`src/rtl/rf_dump.sv`:
```
// rf_dump: walks a register-file read port and streams each register out
// over a valid/ready handshake, either as a full sweep or a single index.
module rf_dump #(
    parameter int NREG = 32
) (
    input  logic        clk,
    input  logic        rstn,
    input  logic        start,
    input  logic        single,
    input  logic [4:0]  addr,
    output logic [4:0]  ra,
    input  logic [31:0] rd,
    output logic        out_valid,
    input  logic        out_ready,
    output logic [4:0]  out_idx,
    output logic [31:0] out_data,
    output logic        out_last,
    output logic        busy,
    output logic        done
);

    typedef enum logic [1:0] {
        IDLE,
        FETCH,
        SEND,
        DONE
    } state_t;

    localparam logic [4:0] LAST_IDX = 5'(NREG - 1);

    state_t     state;
    state_t     state_nxt;
    logic [4:0] ptr;
    logic       single_q;

    always_ff @(posedge clk or negedge rstn) begin
        if (!rstn) begin
            state <= IDLE;
        end else begin
            state <= state_nxt;
        end
    end

    // In SEND out_valid is always high, so out_ready alone signals acceptance.
    always_comb begin
        state_nxt = state;
        case (state)
            IDLE:    if (start) state_nxt = FETCH;
            FETCH:   state_nxt = SEND;
            SEND:    if (out_ready) state_nxt = out_last ? DONE : FETCH;
            DONE:    state_nxt = IDLE;
            default: state_nxt = IDLE;
        endcase
    end

    always_ff @(posedge clk or negedge rstn) begin
        if (!rstn) begin
            ptr       <= '0;
            single_q  <= 1'b0;
            out_valid <= 1'b0;
            out_idx   <= '0;
            out_data  <= '0;
            out_last  <= 1'b0;
        end else begin
            case (state)
                IDLE: begin
                    if (start) begin
                        single_q <= single;
                        ptr      <= single ? addr : 5'd0;
                    end
                end
                FETCH: begin
                    out_data  <= rd;
                    out_idx   <= ptr;
                    out_last  <= single_q | (ptr == LAST_IDX);
                    out_valid <= 1'b1;
                end
                SEND: begin
                    if (out_ready) begin
                        out_valid <= 1'b0;
                        if (!out_last) ptr <= ptr + 5'd1;
                    end
                end
                DONE: begin
                    // Return ptr to 0 so ra reads index 0 whenever the block is idle.
                    ptr      <= '0;
                    single_q <= 1'b0;
                end
                default: ;
            endcase
        end
    end

    assign ra   = ptr;
    assign busy = (state != IDLE);
    assign done = (state == DONE);

endmodule

```
`config.mk`:
```
export PLATFORM = sky130hd
export DESIGN_NAME = rf_dump
export DESIGN_NICKNAME = d
export VERILOG_FILES = /design/src/rtl/rf_dump.sv
export SDC_FILE = /design/constraint.sdc
export NUM_CORES = 1
export LEC_CHECK = 0
export ABC_AREA = 0
export CORE_MARGIN = 2
export CORE_UTILIZATION = 40
export CTS_BUF_LIST = sky130_fd_sc_hd__clkbuf_2 sky130_fd_sc_hd__clkbuf_4 sky130_fd_sc_hd__clkbuf_8
export CTS_CLUSTER_DIAMETER = 30
export DETAILED_ROUTE_END_ITERATION = 12
export PLACE_DENSITY = 0.83
export SYNTH_ARGS = -nofsm -noshare
export SYNTH_HDL_FRONTEND = slang
export SYNTH_SLANG_ARGS = --single-unit
export TNS_END_PERCENT = 1
```
`constraint.sdc`:
```
create_clock -name clk -period 1.6 [get_ports clk]
set_input_delay 0.16 -clock clk [delete_from_list [all_inputs] [get_ports clk]]
set_output_delay 0.16 -clock clk [all_outputs]
set_load 0.01 [all_outputs]
```
==> run_results.csv <==
group,metric,value,unit
run_status,status,"finished, final reports clean",
routing,wl_per_cell,15.29,um
final_layout,n_antenna_cell,0,
cts,cts_tree,"built",
critical_path,crit_family,"adder cells",
cts,clockRootBuffer,"clkbuf_8",
critical_path,path_cells,"ha_2 > and3_4 > ha_4 > a22o_1 > mux2_2",
logic_synthesis,synthFlopType,"dfrtp_1",
final_layout,fillCellCount,421,
global_routing,grt_usage,16.26,%
timing,grt_setup_unrepaired,"no",
logic_synthesis,synthTopCellsByCount,"dfrtp_1 (47), mux2_4 (37), a21oi_1 (5)",
global_routing,overflow,0,
logic_synthesis,syn_inst,134,
global_routing,grt_max_degree,25,
critical_path,slowest_delay,0.40,ns
global_routing,antenna_found_initial,0,
final_layout,area_delta_synth_final,52.65,%
critical_path,r2r_setup_slack,0.06,ns
timing,maxSlewHeadroom,61.16,%
logic_synthesis,yosys.area.top_type,"dfrtp_1",
global_routing,grt_pass1_wl,7.714,mm
timing,hold_ws,0.3930,ns
logic_synthesis,synth_area,2146,um2
floorplan,die_h,77.24,um
power,ir_drop,1.039,mV
routing,drt-pass1-iter-count,6,
cts,cts_buffers,5,
timing,setup_viol,0,
floorplan,rows,26,
critical_path,critPathKind,"reg2reg",
logic_synthesis,synth_cell_types,31,
logic_synthesis,synth_edf_count,0,
routing,vias_per_cell,4.800,
power,power_density,2037,nW/um2
place,gp_congestion,0.8307,
cts,clock_latency,0.29,ns
worst_hold_path,min_path_type,"in2async",
floorplan,fp.coreArea,5140,um2
critical_path,slowest_stage,"dfrtp_1",
routing,num_vias,1464,
routing,drtIter0Drc,76,
floorplan,die_w,77.24,um
logic_synthesis,ys_warn_count,0,
critical_path,start_kind,"register",
routing,totalWireLength,4.664,mm
global_routing,grt_pass1_vias,1515,
logic_synthesis,syn-mean-instance-area,16.01,um2
power,p_leak,1.456,nW
logic_synthesis,yosysSeqAreaShare,54.81,%
cts,cts_num_sinks,47,
timing,finalCritPeriodShare,96.30,%
floorplan,die-area,5966,um2
timing,worst_clock_skew,0.005115,ns
cts,clkTransAtPathRegs,0.09,ns
final_layout,final_layout_size_suffix_gt1_share,28.94,%
timing,finalSetupTns,0,ns
timing,period_needed,1.541,ns
logic_synthesis,synthesis.nets,178,
timing,final_hold_viol_count,0,
logic_synthesis,async_flop_share,100.0,%
logic_synthesis,netlist.area_leader.share,54.81,%
place,hpwl,3.476,mm
routing,ant_nets,0,
critical_path,critPathLaunch,"ra[1]",
cts,cts_max_path_buffers,2,
logic_synthesis,yosysMostFrequentCell,"dfrtp_1",
critical_path,worstReg2RegStart,"ra[1]",
job,cap_violations,0,
logic_synthesis,yosys-top-cells-area,"dfrtp_1 (55%), mux2_4 (26%), buf_12 (2.8%), a21oi_1 (1.2%), ha_1 (1.2%)",
timing,report.final.slew_viol_count,0,
floorplan,io_pins,88,
timing,max_freq,649.0,MHz
cts,htreeDepth,2,
critical_path,end_kind,"register",
critical_path,critPathBufInv,0,
critical_path,worstPathArrival,1.72,ns
timing,worstMarginPinSlew,0.5825,ns
floorplan,start_util,41.75,%
critical_path,critPathMaxFanout,3,
logic_synthesis,synth_seq_cells,47,
place,port-buffer-count,87,
final_layout,fin_nets,278,
routing,drc,0,
critical_path,crit_required,1.78,ns
-- repair_timing --
action	CTS	global route
setup endpoints to repair	2	1
endpoints found under the hold margin	23	0
resized for setup	3	3
pin swaps	0	2
buffers inserted	0	2
hold buffers	1	0
gates cloned	0	0
-- layer usage --
metal  up-vias  wire length (um)  GRT usage, %
met5         -                 0             0
met4         0                15         3.750
met3         2               235         4.471
met2        55              2349         27.65
met1       730              2064         20.64
li1        677                 -             -
-- stage by stage --
step                      utilization [%]  worst slack, ns  area [um2]  std cells  total power (W)
after floorplan                         -         0.005795        2148        134         0.004251
after global placement              60.69          0.08150        3119        294         0.005743
after detailed placement            60.69          0.02918        3119        294         0.005841
after CTS                           63.05          0.01935        3241        303         0.006723
after global routing                63.73          0.02139        3276        305         0.007073
final                               63.73          0.05927        3276        305         0.006672
-- layout by cell type (no fill, tap or decap), drive strengths merged --
cell	count
nor2	2
clkinv	2
and3b	1
o22ai	1
o21ai	3
o21a	1
clkbuf	5
inv	3
a22o	2
clkdlybuf4s50	83
a32oi	2
ha	2
dlymetal6s2s	1
buf	12
dlygate4sd3	1
nand2b	2
o221ai	2
o21bai	1
mux2	40
and2	1
and3	2
nand3b	1
a21oi	5
bufinv	1
dfrtp	47
or3	2
dlygate4sd2	2
o2bb2ai	1
nand2	1
or2	1
and2b	1
nor2b	4
-- area by class of cell --
cell class,instances,area [um2],share of cell area (%)
clock buffer,5,68.82,2.101
clock inverter,3,43.79,1.337
inverter,3,11.26,0.3438
multi-input combinational,78,890.9,27.20
sequential,47,1177,35.94
tap,70,87.58,2.674
timing repair buffer,99,996.0,30.40
-- power breakdown --
| part | switching (W) | internal, W | leakage [nW] |
|---|---|---|---|
| registers | 0.000363 | 0.00179 | 0.563 |
| clock network | 0.000395 | 0.000465 | 0.0581 |
| logic | 0.00130 | 0.00236 | 0.835 |
-- path summary, 6_finish.rpt --
check	cells after the start	end
worst max-delay path	5	ra[4]
worst min register to register	1	out_data[27]
worst min-delay path	2	out_data[3]
max in group asynchronous	3	out_idx[0]
min in group clk	2	out_data[19]
worst max register to register	5	ra[4]
-- cell families (layout without fill, tap and decap cells) --
kind of cell	count (synthesis)	after routing	synth area share, %
and+or+nand+nor	18	18	5.948
muxes	40	40	27.46
buffers and inverters	9	110	4.606
adders and majority gates	2	2	1.166
DFF	47	47	54.81
AOI/OAI and AO/OA	18	18	6.006
-- flip-flops by register name, summed over array words and instances (netlist names) --
name       count
state          2
out_last       1
out_valid      1
out_idx        5
ra             5
single_q       1
out_data      32
(Power assumes the default switching activity.)
